**src/rtl/match_pkg.sv**
```systemverilog
// Shared types and constants for the match result arbiter: FSM states,
// lane index width and result byte field layout.
package match_pkg;

    typedef enum logic [1:0] {
        RUN   = 2'd0,
        DRAIN = 2'd1,
        DONE  = 2'd2
    } state_t;

    localparam int NUM_LANES_DEF   = 8;
    localparam int POS_W_DEF       = 5;
    localparam int MAX_RESULTS_DEF = 8;
    localparam int LANE_IDX_W      = 3;
    localparam int TDATA_W         = 8;
    localparam int TDATA_LANE_LSB  = 0;
    localparam int TDATA_POS_LSB   = LANE_IDX_W;

endpackage

```
**src/rtl/match_result_arbiter_if.sv**
```systemverilog
// Stream, lane-match and result-port signals of the match result arbiter.
// master = search engine / result consumer side, slave = arbiter.
interface match_result_arbiter_if
    import match_pkg::*;
#(
    parameter int NUM_LANES = NUM_LANES_DEF
);
    logic                 s_axis_tvalid;
    logic                 s_axis_tuser;
    logic [NUM_LANES-1:0] lane_match;
    logic [NUM_LANES-1:0] result_mask;
    logic                 m_axis_tvalid;
    logic [TDATA_W-1:0]   m_axis_tdata;
    logic                 m_axis_tready;
    logic [3:0]           result_count;
    logic                 overflow;
    logic                 done;

    modport master (
        output s_axis_tvalid, s_axis_tuser, lane_match, result_mask, m_axis_tready,
        input  m_axis_tvalid, m_axis_tdata, result_count, overflow, done
    );

    modport slave (
        input  s_axis_tvalid, s_axis_tuser, lane_match, result_mask, m_axis_tready,
        output m_axis_tvalid, m_axis_tdata, result_count, overflow, done
    );
endinterface

```
**src/rtl/rr_pick.sv**
```systemverilog
// Combinational round-robin picker: first set bit of pending strictly after
// rr_ptr, wrapping back around to rr_ptr itself last.
module rr_pick
    import match_pkg::*;
#(
    parameter int NUM_LANES = NUM_LANES_DEF
) (
    input  logic [NUM_LANES-1:0]  pending,
    input  logic [LANE_IDX_W-1:0] rr_ptr,
    output logic                  grant_valid,
    output logic [LANE_IDX_W-1:0] grant_idx
);
    logic [LANE_IDX_W-1:0] cand;

    // Scan farthest-first so the nearest pending lane after rr_ptr wins.
    always_comb begin
        grant_valid = 1'b0;
        grant_idx   = '0;
        cand        = '0;
        for (int k = NUM_LANES; k >= 1; k--) begin
            cand = rr_ptr + LANE_IDX_W'(k);
            if (pending[cand]) begin
                grant_valid = 1'b1;
                grant_idx   = cand;
            end
        end
    end
endmodule

```
**src/rtl/match_result_arbiter.sv**
```systemverilog
// Serialises per-lane match events into a tagged 8-bit result stream with a
// per-frame result limit and a frame-drained pulse after the end marker.
module match_result_arbiter
    import match_pkg::*;
#(
    parameter int NUM_LANES   = NUM_LANES_DEF,
    parameter int POS_W       = POS_W_DEF,
    parameter int MAX_RESULTS = MAX_RESULTS_DEF
) (
    input logic                    sclk,
    input logic                    rst_n,
    input logic                    aresetn,
    match_result_arbiter_if.slave  bus
);
    state_t                state_q, state_d;
    logic [NUM_LANES-1:0]  pending;
    logic [POS_W-1:0]      pos;
    logic [POS_W-1:0]      pos_q [NUM_LANES];
    logic [LANE_IDX_W-1:0] rr_ptr;
    logic [LANE_IDX_W-1:0] grant_idx;
    logic                  grant_valid;
    logic                  tvalid_q;
    logic [TDATA_W-1:0]    tdata_q;
    logic [3:0]            count_q;
    logic                  overflow_q;

    logic                  clear;
    logic                  capture_en;
    logic                  load_ok;
    logic                  take;
    logic                  under_limit;
    logic                  end_marker;
    logic [NUM_LANES-1:0]  hit;
    logic [NUM_LANES-1:0]  grant_vec;
    logic [NUM_LANES-1:0]  arm;
    logic                  drop;

    assign clear       = !rst_n || !aresetn;
    assign capture_en  = (state_q == RUN);
    assign end_marker  = bus.s_axis_tvalid && bus.s_axis_tuser;
    assign load_ok     = !tvalid_q || bus.m_axis_tready;
    assign take        = load_ok && grant_valid;
    assign under_limit = count_q < 4'(MAX_RESULTS);
    assign hit         = bus.lane_match & bus.result_mask & {NUM_LANES{capture_en}};
    assign grant_vec   = {{(NUM_LANES-1){1'b0}}, take} << grant_idx;
    // A lane freed by this cycle's grant may take the new match without loss.
    assign arm         = hit & (~pending | grant_vec);
    assign drop        = |(hit & pending & ~grant_vec);

    rr_pick #(.NUM_LANES(NUM_LANES)) u_rr_pick (
        .pending     (pending),
        .rr_ptr      (rr_ptr),
        .grant_valid (grant_valid),
        .grant_idx   (grant_idx)
    );

    always_ff @(posedge sclk) begin
        if (clear) begin
            state_q <= RUN;
        end else begin
            state_q <= state_d;
        end
    end

    always_comb begin
        state_d  = state_q;
        bus.done = 1'b0;
        unique case (state_q)
            RUN:     if (end_marker) state_d = DRAIN;
            DRAIN:   if (pending == '0 && load_ok) state_d = DONE;
            DONE: begin
                bus.done = 1'b1;
                state_d  = RUN;
            end
            default: state_d = RUN;
        endcase
    end

    // Capture stage: per-lane position tags, written only when a lane is armed.
    always_ff @(posedge sclk) begin
        for (int i = 0; i < NUM_LANES; i++) begin
            if (arm[i]) pos_q[i] <= pos;
        end
    end

    // Output stage: single result register fed by the round-robin grant.
    always_ff @(posedge sclk) begin
        if (clear) begin
            pending    <= '0;
            pos        <= '0;
            rr_ptr     <= LANE_IDX_W'(NUM_LANES - 1);
            tvalid_q   <= 1'b0;
            tdata_q    <= '0;
            count_q    <= '0;
            overflow_q <= 1'b0;
        end else begin
            pending <= (pending & ~grant_vec) | hit;
            if (take) rr_ptr <= grant_idx;

            if (state_q == DONE) begin
                pos <= '0;
            end else if (bus.s_axis_tvalid && !bus.s_axis_tuser && pos != '1) begin
                pos <= pos + POS_W'(1);
            end

            if (load_ok) tvalid_q <= take && under_limit;
            if (take && under_limit) begin
                tdata_q <= TDATA_W'({pos_q[grant_idx], grant_idx});
            end

            if (state_q == DONE) begin
                count_q    <= '0;
                overflow_q <= 1'b0;
            end else begin
                if (take && under_limit) count_q <= count_q + 4'd1;
                if (drop || (take && !under_limit)) overflow_q <= 1'b1;
            end
        end
    end

    assign bus.m_axis_tvalid = tvalid_q;
    assign bus.m_axis_tdata  = tdata_q;
    assign bus.result_count  = count_q;
    assign bus.overflow      = overflow_q;
endmodule

```
**src/flat_wrapper.sv**
```systemverilog
// flat-port wrapper written by rule: the top's interface ports become plain ports
module match_result_arbiter_flat import match_pkg::*;
#(
    parameter int NUM_LANES   = NUM_LANES_DEF,
    parameter int POS_W       = POS_W_DEF,
    parameter int MAX_RESULTS = MAX_RESULTS_DEF
)
  (sclk, rst_n, aresetn, bus_s_axis_tvalid, bus_s_axis_tuser, bus_lane_match, bus_result_mask, bus_m_axis_tready, bus_m_axis_tvalid, bus_m_axis_tdata, bus_result_count, bus_overflow, bus_done);
  match_result_arbiter_if #(.NUM_LANES(NUM_LANES)) bus_i ();
  input logic sclk;
  input logic rst_n;
  input logic aresetn;
  input wire logic [$bits(bus_i.s_axis_tvalid)-1:0] bus_s_axis_tvalid;
  input wire logic [$bits(bus_i.s_axis_tuser)-1:0] bus_s_axis_tuser;
  input wire logic [$bits(bus_i.lane_match)-1:0] bus_lane_match;
  input wire logic [$bits(bus_i.result_mask)-1:0] bus_result_mask;
  input wire logic [$bits(bus_i.m_axis_tready)-1:0] bus_m_axis_tready;
  output wire logic [$bits(bus_i.m_axis_tvalid)-1:0] bus_m_axis_tvalid;
  output wire logic [$bits(bus_i.m_axis_tdata)-1:0] bus_m_axis_tdata;
  output wire logic [$bits(bus_i.result_count)-1:0] bus_result_count;
  output wire logic [$bits(bus_i.overflow)-1:0] bus_overflow;
  output wire logic [$bits(bus_i.done)-1:0] bus_done;
  assign bus_i.s_axis_tvalid = bus_s_axis_tvalid;
  assign bus_i.s_axis_tuser = bus_s_axis_tuser;
  assign bus_i.lane_match = bus_lane_match;
  assign bus_i.result_mask = bus_result_mask;
  assign bus_i.m_axis_tready = bus_m_axis_tready;
  assign bus_m_axis_tvalid = bus_i.m_axis_tvalid;
  assign bus_m_axis_tdata = bus_i.m_axis_tdata;
  assign bus_result_count = bus_i.result_count;
  assign bus_overflow = bus_i.overflow;
  assign bus_done = bus_i.done;
  match_result_arbiter #(.NUM_LANES(NUM_LANES), .POS_W(POS_W), .MAX_RESULTS(MAX_RESULTS)) u_core (.sclk(sclk), .rst_n(rst_n), .aresetn(aresetn), .bus(bus_i));
endmodule
```
**config.mk**
```make
export PLATFORM = sky130hd
export DESIGN_NAME = match_result_arbiter_flat
export DESIGN_NICKNAME = d
export VERILOG_FILES = /design/src/rtl/match_pkg.sv /design/src/rtl/match_result_arbiter_if.sv /design/src/rtl/rr_pick.sv /design/src/rtl/match_result_arbiter.sv /design/src/flat_wrapper.sv
export SDC_FILE = /design/constraint.sdc
export NUM_CORES = 1
export LEC_CHECK = 0
export ABC_AREA = 1
export BUFFER_PORTS_ARGS = -buffer_cell sky130_fd_sc_hd__buf_2
export CORE_MARGIN = 5
export CORE_UTILIZATION = 45
export CTS_BUF_LIST = sky130_fd_sc_hd__clkbuf_8 sky130_fd_sc_hd__clkbuf_16
export DETAILED_ROUTE_END_ITERATION = 10
export SYNTH_ARGS = -nofsm -noshare
export SYNTH_HDL_FRONTEND = slang
export SYNTH_SLANG_ARGS = --single-unit
```
**constraint.sdc**
```tcl
create_clock -name sclk -period 4.9 [get_ports sclk]
set_input_delay 0.245 -clock sclk [delete_from_list [all_inputs] [get_ports sclk]]
set_output_delay 0.245 -clock sclk [all_outputs]
set_load 0.02 [all_outputs]
```
== Word-level counts from Yosys, hierarchy flattened ==
Memory sizes are Yosys's and may differ from the RTL's. A register that Yosys moved wholly into a read port is not among the register bits.
Index checks and enable logic that the tools add are counted.
Widths: inputs -> output; s select.
Word-level totals
  bits in registers: 32
  latch bits: 0
  RAM bits: 40
  ROM bits: 0
  bits of input ports: 22
  output and inout port bits: 15
  logic and storage cells: 115
  memories: 1
Memories
  u_core.pos_q: depth 8, bits a word 5, rd ports 1, clocked after memory_dff 1, write ports 8, RTL line match_result_arbiter.sv:18  | logic [POS_W-1:0] pos_q [NUM_LANES];
Cells by class
  add/sub/neg operators: 9
  multiply operators: 0
  div/mod/pow operators: 0
  $lt $le $gt $ge: 9
  equal/unequal tests: 5
  shifts and indexed selects: 1
  multiplexer cells: 52
  bitwise operators: 10
  reductions and logical operators: 20
Operators with widths (count)
  $and 8x8->8: 6
  $mux 1: 33
  $lt 3x4->1 const B: 8
  $bmux 1 s3: 8
  $mux 3: 8
  $not 8->8: 2
  $or 8x8->8: 2
  $add 3x3->3 const B: 4
  $logic_not 8->1: 1
  $reduce_or 8->1: 1
  $shl 1x3->8: 1
  $logic_and 1x1->1: 7
  $add 3x2->3 const B: 2
  $add 5x1->5 const B: 1
  $logic_not 1->1: 5
  $ne 5x5->1 const B: 1
  $add 4x1->4 const B: 1
  $lt 4x4->1 const B: 1
  $mux 2: 2
  $pmux 2 s2: 1
  $add 3x1->3 const B: 1
  $logic_or 1x1->1: 3
  $eq 2x1->1 const B: 1
  $eq 2x2->1 const B: 1
  5 further kinds: 5

== Logic depth before layout (Yosys ltp) ==
Gate-level depths: netlist of the first run.
  depth after elaboration: 16
  gate-level depth with buffers: 26
  depth with buffers taken out: 25

== Modules after synthesis ==
A second synthesis of the first run with hierarchy kept.
Unflattened totals
  cells, all modules: 460
  area total of the unflattened synthesis: 3779.9 um^2
By module, submodules not included
  match_result_arbiter: times used 1, cells an instance 337, area an instance 3113.0 um^2, sequential area each 1841.8 um^2
  rr_pick: times used 1, cells an instance 123, area an instance 666.9 um^2, sequential area each 0.0 um^2

== Least setup slack after synthesis of the first run ==
No wires, ideal clock.
  path kind: register to register
  from: register u_core.rr_ptr[1]
  to: memory u_core.pos_q[5][0] (netlist name) (enable)
  setup time: 351 ps
  data arrival time: 2311 ps
  required time: 4549 ps
  setup slack: 2237 ps
  stages on the path, launching flop included: 19
  path buffers: 1
  clock period less this slack: 2663 ps
  path through: dfxtp_1 buf_4 inv_4 ha_1 inv_2 nand3_1 nand3_1 nand2_2 nor2_1 nand2_1 nand2_1 nand2_1 nand2_1 nand2_2 inv_2 nand2_2 nor2_2 nand2_1 a21oi_1
RTL lines
  from (decl): RTL line match_result_arbiter.sv:19  | logic [LANE_IDX_W-1:0] rr_ptr;
  from (signal assigned): RTL line match_result_arbiter.sv:91  | rr_ptr <= LANE_IDX_W'(NUM_LANES - 1);
  from (signal assigned): RTL line match_result_arbiter.sv:98  | if (take) rr_ptr <= grant_idx;
  to (decl): RTL line match_result_arbiter.sv:18

==> run metrics, run 1 <==
setup total negative slack 0 ns; cell count after synthesis 459; total track usage a little under a fifth; TritonCTS clock tree done; die area about 0.010 mm2; number of remaining DRC errors 0; longest individual stage delay on the worst path 0.56 ns; fraction of layout instances using a drive strength above 1 15.00%; worst setup slack after layout about 1 ns; final period demand of the worst path between 3 and 4 ns; H-tree depth 3; Critical Path Sink Type flip-flop; cell repeated most along the worst path sky130_fd_sc_hd__nand2_1; number of flops mapped to enable cells by yosys 40; leakage power figure ~0.0018 uW; sequential area share after synthesis 50.14%; Post-CTS Hold Fix Bufs 0; Std-Cell Core Area just over 0.008 mm2; top cell family by delay on the critical path simple AND/OR/NAND/NOR gates; global routing usage on met1 about 27%; first-pass GRT wire length between 10 and 15 mm; Setup Crit Path Kind flip-flop to flip-flop; RSZ-0062 raised after global routing no; final setup vio count 0; worst-case clock skew between 0.01 and 0.015 ns; sum of net half-perimeters after detailed placement 7.035 mm; number of antenna violations at the first check in global routing 0; DRT antenna net count 0; layout overhead on the synthesized area 11.31%; signal arrival time at the worst endpoint roughly 3.9 ns; slew at the pin with the worst max-slew slack ~0.85 ns; Period Utilization, post-route between 70% and 80%; number of buffers and inverters on the critical path 3; width of the chip 100.4 um; starting density of the core a little under half; crit path cell chain inv_2 > ha_1 > inv_2 > nand3_1 > nand3_1 > nand2_2 > nor2_1 > nand2_1 > nand2_1 > nand2_1 > nand2_1 > nand2_2 > inv_2 > nand2_2 > nor2_2 > nand2_1 > a21oi_1; worst rel slew slack between 40 and 50%; number of detailed-routing iterations run before antenna repair 5; cts bufs inserted 9; ANT cells 0; CTS sink count 72; sum of overflow across all layers after global routing 0; met3 GRT Util under 10%; number of max-slew violations in the final report 0; Synth Flop Type sky130_fd_sc_hd__edfxtp_1; Critical Path Fanout Max 24; row count 33; total detailed-routing wirelength roughly 9.1 mm; die outline height approximately 100 um; Resized cells post-CTS 0; slowest library cell on the worst path sky130_fd_sc_hd__dfxtp_1; number of max-capacitance violations reported 0; synthesized area per cell 8.003 um2; net count of the finished layout around 520; clock slew at reported path FFs roughly 0.08 ns; CTS root buf sky130_fd_sc_hd__clkbuf_8; final-report hold violation count 0; unique cell type count in the Yosys netlist 31; area of the mapped netlist around 0.0037 mm2; Placer Congestion just over 0.9; met2 capacity usage during global routing around 30%; Startpoint Class flip-flop; Power Dens Cells 484.8 mW/mm2; top-level I/O count 37; number of global-route vias before repair 2968; number of storage elements in the synthesis netlist 72; critical path required time 4.87 ns; largest net degree at the start of global routing 25; setup slack after placement about 1.0 ns; status finished clean; routed vias 3136; number of nets in the synthesized netlist roughly 500; number of violations reported at the end of detailed-routing iteration 0 approximately 150; postcts setup bufs 0; average via count per standard cell about 5.2; clock network latency to the later pin of the worst-skew pair about 0.34 ns; busiest grt layer met2; top achievable clock speed 0.2557 GHz; deepest clock path buffer count 2; count of port buffers added during placement 36; Yosys warnings 0; worst hold path type input pin to flip-flop; post-detailed-route wirelength per cell ~15 um; proportion of synthesized flip-flops having asynchronous set or reset 0%; worst vdd rail ir drop around 0.19 mV
-- worst paths after layout --
kind,start,cells after the start,slack (ns),end
max,u_core.rr_ptr[0],17,0.99,u_core.pos_q[5][1]
min,bus_s_axis_tvalid,3,0.20,u_core.state_q[0]
max reg2reg,u_core.rr_ptr[0],17,0.99,u_core.pos_q[5][1]
min reg2reg,u_core.bus.result_count[1],2,0.49,u_core.bus.result_count[1]
-- report_power, final --
part	internal (uW)	leakage, uW	switching [uW]
clock network	232	0.000104	220
registers	670	0.000657	26.3
logic	233	0.00105	601
-- worst min-delay path, stage by stage --
cell and delay, ns:
sky130_fd_sc_hd__buf_2 0.10, sky130_fd_sc_hd__nand3_1 0.08, sky130_fd_sc_hd__a21oi_1 0.06
-- per-layer routing --
layer | up-vias | share of wire [%]
met5 | - | 0
met2 | 68 | 46
met1 | 1458 | 48
met4 | 0 | 1.2
met3 | 6 | 4.9
li1 | 1604 | -
-- through the flow --
step	hold WS (ns)	power [uW]	cell area [um2]	util, %	instances
after floorplan	0.4121	1390	3674	-	459
after global placement	0.4722	1540	3901	48.21	589
after detailed placement	0.4809	1538	3901	48.21	589
after CTS	0.1937	1988	4089	50.53	605
after global routing	0.1934	2129	4089	50.53	605
final	0.1983	1982	4089	50.53	605
-- cell usage after synthesis (3+ instances only) --
master	number	share of area (%)
sky130_fd_sc_hd__nand2_2	5	0.85
sky130_fd_sc_hd__o21ai_0	8	1.1
sky130_fd_sc_hd__nor4_1	3	0.51
sky130_fd_sc_hd__nand3_1	83	11
sky130_fd_sc_hd__buf_4	5	1.0
sky130_fd_sc_hd__edfxtp_1	40	33
sky130_fd_sc_hd__a21oi_1	34	4.6
sky130_fd_sc_hd__nor3_1	4	0.54
sky130_fd_sc_hd__buf_6	3	0.92
sky130_fd_sc_hd__nand2_1	133	14
sky130_fd_sc_hd__o21a_1	4	0.82
sky130_fd_sc_hd__ha_1	5	1.7
sky130_fd_sc_hd__nor2_1	26	2.7
sky130_fd_sc_hd__nand4_1	3	0.51
sky130_fd_sc_hd__dfxtp_1	32	17
sky130_fd_sc_hd__inv_2	7	0.72
sky130_fd_sc_hd__inv_1	43	4.4
-- cell type report --
cell class	instances	area, um2
Clock buffer	9	123.9
Clock inverter	7	63.81
Fill cell	804	4004
Inverter	53	201.4
Multi-Input combinational cell	323	1546
Sequential cell	72	1842
Tap cell	105	131.4
Timing Repair Buffer	36	180.2
-- cell families (layout without fill, tap and decap cells) --
group | after synthesis | in the layout | synth area share, %
AO/OA/AOI/OAI | 51 | 51 | 7.868
XOR/XNOR | 1 | 1 | 0.4429
adder cells (fa/ha/maj) | 5 | 5 | 1.703
buffers and inverters | 64 | 105 | 7.766
flip-flops | 72 | 72 | 50.14
AND/OR/NAND/NOR | 266 | 266 | 32.08
-- state kept, by name, indices dropped and copies added (netlist names), 2 cells and up --
| signal | flops |
|---|---|
| u_core.pos_q | 40 |
| u_core.bus.result_count | 4 |
| u_core.state_q | 2 |
| u_core.pos | 5 |
| u_core.rr_ptr | 3 |
| u_core.bus.m_axis_tdata | 8 |
| u_core.pending | 8 |
-- cells in the final DEF (no fill, tap or decap) --
cell type,netlist,routed
sky130_fd_sc_hd__buf_2,1,36
sky130_fd_sc_hd__o21a_1,4,4
sky130_fd_sc_hd__nand2_2,5,5
sky130_fd_sc_hd__bufinv_16,0,1
sky130_fd_sc_hd__clkbuf_8,0,9
sky130_fd_sc_hd__nand2_1,133,133
sky130_fd_sc_hd__nand2_4,2,2
sky130_fd_sc_hd__inv_6,0,1
sky130_fd_sc_hd__clkinv_1,2,3
sky130_fd_sc_hd__clkinv_4,0,1
sky130_fd_sc_hd__inv_4,1,1
sky130_fd_sc_hd__nor2_1,26,26
sky130_fd_sc_hd__a21oi_2,1,1
sky130_fd_sc_hd__or2_2,2,2
sky130_fd_sc_hd__edfxtp_1,40,40
sky130_fd_sc_hd__o211ai_1,2,2
sky130_fd_sc_hd__o21ai_0,8,8
sky130_fd_sc_hd__nor4_1,3,3
sky130_fd_sc_hd__a31o_2,1,1
sky130_fd_sc_hd__nor2_2,2,2
sky130_fd_sc_hd__nand3_1,83,83
sky130_fd_sc_hd__xnor2_2,1,1
sky130_fd_sc_hd__nand4_1,3,3
sky130_fd_sc_hd__a21oi_1,34,34
sky130_fd_sc_hd__a21oi_4,1,1
sky130_fd_sc_hd__nor3_2,1,1
sky130_fd_sc_hd__ha_1,5,5
sky130_fd_sc_hd__nand3_2,2,2
sky130_fd_sc_hd__inv_2,7,7
sky130_fd_sc_hd__inv_1,43,45
sky130_fd_sc_hd__nor3_1,4,4
sky130_fd_sc_hd__clkinv_2,0,1
sky130_fd_sc_hd__dfxtp_1,32,32
Note: power is estimated with default switching activity, not from simulation.
==> run 2: changes to the inputs <==
ABC_AREA = 0   (was 1)
clock period = 3.9 ns   (was 4.9 ns; I/O delays follow)
==> run 2 against run 1 <==
Sequential power is 31% higher. Fmax is 5.7% higher. Register-to-register slack worse by 0.79 ns. Largest cell class is now multi-input gates.
==> run metrics, run 2 <==
sequential cell fraction of total power 23.8% (-11 points); H-tree depth 3 (unchanged); top-level I/O count 37 (unchanged); net count of the finished layout 467 (-11%); clock network latency to the later pin of the worst-skew pair 0.35 ns (about the same); first-pass GRT wire length 16.50 mm (+11%); worst setup path endpoint u_core.bus.overflow; number of max-capacitance violations reported 0 (unchanged); capture instance of the worst register-to-register path u_core.bus.overflow; worst-case clock skew 0.01042 ns (-0.001764 ns); number of global-route vias before repair 3252 (+9.6%); final setup vio count 0 (unchanged); longest individual stage delay on the worst path 0.53 ns (-0.03 ns); sequential area share after synthesis 43.74% (-6.4 points); unique cell type count in the Yosys netlist 60 (+94%); TritonCTS clock tree done; post-detailed-route wirelength per cell 18.61 um (+23%); worst rel slew slack 45.52% (+2.3 points); Post-CTS Hold Fix Bufs 0 (unchanged); final period demand of the worst path 3.700 ns (-0.2115 ns); most frequent cell after synthesis sky130_fd_sc_hd__edfxtp_1; width of the chip 106.7 um (+6.4%); Synth Flop Type sky130_fd_sc_hd__edfxtp_1; proportion of netlist area held by the largest area contributor 28.53% (-4.2 points); area fraction in compound gates after synthesis 16.02% (+8.1 points); leakage power figure 0.001994 uW (+9.9%); top achievable clock speed 0.2703 GHz (+5.7%); Crit path depth 12 (-5); cell type with the largest total area after synthesis sky130_fd_sc_hd__edfxtp_1; worst setup slack after layout 0.2000 ns (-0.7885 ns); Std-Cell Core Area 0.009196 mm2 (+14%); setup slack after placement 0.05927 ns (-0.9403 ns); number of flops mapped to enable cells by yosys 40 (unchanged); combinational family with the most area after synthesis multiplexers; worst reg2reg startpoint u_core.rr_ptr[0]; Power Dens Cells 786.7 mW/mm2 (+62%); most frequent standard cell in the layout excluding fill and tap cells sky130_fd_sc_hd__edfxtp_1; Yosys warnings 0 (unchanged); number of buffers and inverters on the critical path 1 (-2); number of nets in the synthesized netlist 415 (-15%); setup total negative slack 0 ns (unchanged); internal portion of total power 2194 uW (+93%); row count 35 (+6.1%); Startpoint Class flip-flop; status finished clean; fraction of power spent switching nets 43.00% (+0.24 points); number of remaining DRC errors 0 (unchanged); crit path cell chain inv_1 > ha_4 > mux4_2 > a221oi_2 > a21oi_1 > a221oi_2 > a21oi_4 > and3b_1 > a21oi_1 > or4_1 > o41ai_2 > a21oi_1; slowest library cell on the worst path sky130_fd_sc_hd__or4_1; die area 0.01139 mm2 (+13%); final-report hold violation count 0 (unchanged); total detailed-routing wirelength 10.35 mm (+13%); Critical Path Fanout Max 12 (-50%); CTS root buf sky130_fd_sc_hd__clkbuf_8; Switch Pwr 1655 uW (+95%); proportion of synthesized flip-flops having asynchronous set or reset 0% (unchanged); Placer Congestion 0.8953 (-1.9%); synthesized area per cell 10.85 um2 (+36%); number of storage elements in the synthesis netlist 72 (unchanged); worst vdd rail ir drop 0.3473 mV (+87%); cts bufs inserted 9 (unchanged); area of the mapped netlist 0.004210 mm2 (+15%); cell repeated most along the worst path sky130_fd_sc_hd__a21oi_1; ANT cells 0 (unchanged); die outline height 106.7 um (+6.4%); Top reg by flops u_core.pos_q; number of max-slew violations in the final report 0 (unchanged); fraction of layout instances using a drive strength above 1 28.76% (+14 points); routed vias 3285 (+4.8%); sum of overflow across all layers after global routing 0 (unchanged); average via count per standard cell 5.908 (+14%); total track usage 18.51% (-0.67 points); number of violations reported at the end of detailed-routing iteration 0 159 (+4.6%); Synth area leaders sky130_fd_sc_hd__edfxtp_1 29%, sky130_fd_sc_hd__dfxtp_1 15%, sky130_fd_sc_hd__mux4_2 8.6%; Setup Crit Path Kind flip-flop to flip-flop; top cells by count, synth 40 x sky130_fd_sc_hd__edfxtp_1, 36 x sky130_fd_sc_hd__nand2_1, 35 x sky130_fd_sc_hd__a21oi_1; part of the power in the clock network 16.8% (-6.0 points); Finished Core Util 53.20% (+2.7 points); deepest clock path buffer count 2 (unchanged); slack of the worst reg-to-reg path 0.20 ns (-0.79 ns); most used cells in the layout excluding fill and tap cells 40 x sky130_fd_sc_hd__edfxtp_1, 36 x sky130_fd_sc_hd__nand2_1, 36 x sky130_fd_sc_hd__buf_2; Critical Path Sink Type flip-flop; DRT antenna net count 0 (unchanged); postcts setup bufs 0 (unchanged); top cell family by delay on the critical path compound AO/OA/AOI/OAI gates; number of antenna violations at the first check in global routing 0 (unchanged); largest net degree at the start of global routing 32 (+28%); clock slew at reported path FFs 0.07 ns (about the same); depth of the worst register-to-register path 12 (-5); signal arrival time at the worst endpoint 3.91 ns (+0.02 ns); layout overhead on the synthesized area 16.20%; flip-flop count of the largest register, all copies and words added 40 (unchanged); Adder-Cell Fraction of Synth Area 1.486% (-0.22 points); RSZ-0062 raised after global routing no; sum of net half-perimeters after detailed placement 7.808 mm (+11%); Critical path origin u_core.rr_ptr[0]; simple logic cell fraction of the synthesized area 13.64% (-18 points); xor and xnor area share after synthesis 1.842% (+1.4 points); hold slack 0.1430 ns (-0.05532 ns); worst hold path type input pin to flip-flop; Resized cells post-CTS 0 (unchanged); critical path required time 4.11 ns (-0.76 ns); number of detailed-routing iterations run before antenna repair 5 (unchanged); share of synthesized area spent on multiplexers 19.20% (+19 points); starting density of the core 45.78% (+0.39 points); Period Utilization, post-route 94.87% (+15 points); count of port buffers added during placement 36 (unchanged); CTS sink count 72 (unchanged); portion of total power attributed to combinational logic 59.4% (+17 points); slew at the pin with the worst max-slew slack 0.8142 ns (-0.03485 ns); cell count after synthesis 388 (-15%)
-- run 2: cell types whose count changed in the layout (fill, tap and decap cells not counted), sizes merged, moves of 6 or more --
cell / change
nand2: -104
nand2b: +9
mux2: +6
buf: +32
a22oi: +10
nand3: -60
mux2i: +35
mux4: +17
inv: -47
-- run 2: how the worst min path moves through the flow --
stage                                            end  cells after the start                       start  slack, ns
final                              u_core.pending[7]                      3          bus_result_mask[7]       0.14
after global routing               u_core.pending[1]                      3          bus_result_mask[1]       0.14
after CTS                          u_core.pending[7]                      3          bus_result_mask[7]       0.14
after detailed placement  u_core.bus.m_axis_tdata[2]                      2  u_core.bus.m_axis_tdata[2]       0.45
after global placement    u_core.bus.m_axis_tdata[2]                      2  u_core.bus.m_axis_tdata[2]       0.44
after floorplan                    u_core.pending[3]                      2          bus_result_mask[3]       0.37
-- run 2: worst reg2reg max path: cells and delay by family, from the launching register on --
family / cells / cell delay (ns)
AOI/OAI and AO/OA: 7 / 1.42
and+or+nand+nor: 2 / 0.81
muxes: 1 / 0.42
adders and majority gates: 1 / 0.39
DFF: 1 / 0.38
buffers and inverters: 1 / 0.15
-- run 2: cell families (layout without fill, tap and decap cells) --
group | Yosys count | in the layout
AND/OR/NAND/NOR | 119 | 119
AO/OA/AOI/OAI | 93 | 93
flip-flops | 72 | 72
multiplexers | 58 | 58
buffers and inverters | 33 | 90
XOR/XNOR | 8 | 8
adder cells (fa/ha/maj) | 5 | 5
-- run 2: routing by layer --
metal  GRT usage (%)  part of all wire, %
met2           32.46                   53
met3           3.432                  2.9
met5               0                    0
met1           22.55                   42
met4           7.032                  1.6
-- run 2: through the flow --
step | cells | area [um2] | power [uW]
after floorplan | 388 | 4212 | 2599
after global placement | 540 | 4624 | 3153
after detailed placement | 540 | 4624 | 3171
after CTS | 556 | 4843 | 3820
after global routing | 556 | 4892 | 4104
final | 556 | 4892 | 3849
-- run 2: final cells by class --
class / instances / area (um2)
clock buffers: 9 / 123.9
inverters: 6 / 23.77
repair buffers: 68 / 427.9
clock inverters: 7 / 95.09
flip-flops and latches: 72 / 1843
fillers: 836 / 4304
multi-input cells: 283 / 2240
well taps: 111 / 138.9
-- run 2: power by group through the flow --
| stage | clock network [uW] | logic, uW | registers, uW |
|---|---|---|---|
| after global placement | 0 | 2230 | 926 |
| after global routing | 696 | 2480 | 924 |
| after CTS | 659 | 2250 | 912 |
| after detailed placement | 0 | 2240 | 929 |
| final | 648 | 2290 | 915 |
| after floorplan | 0 | 1650 | 953 |
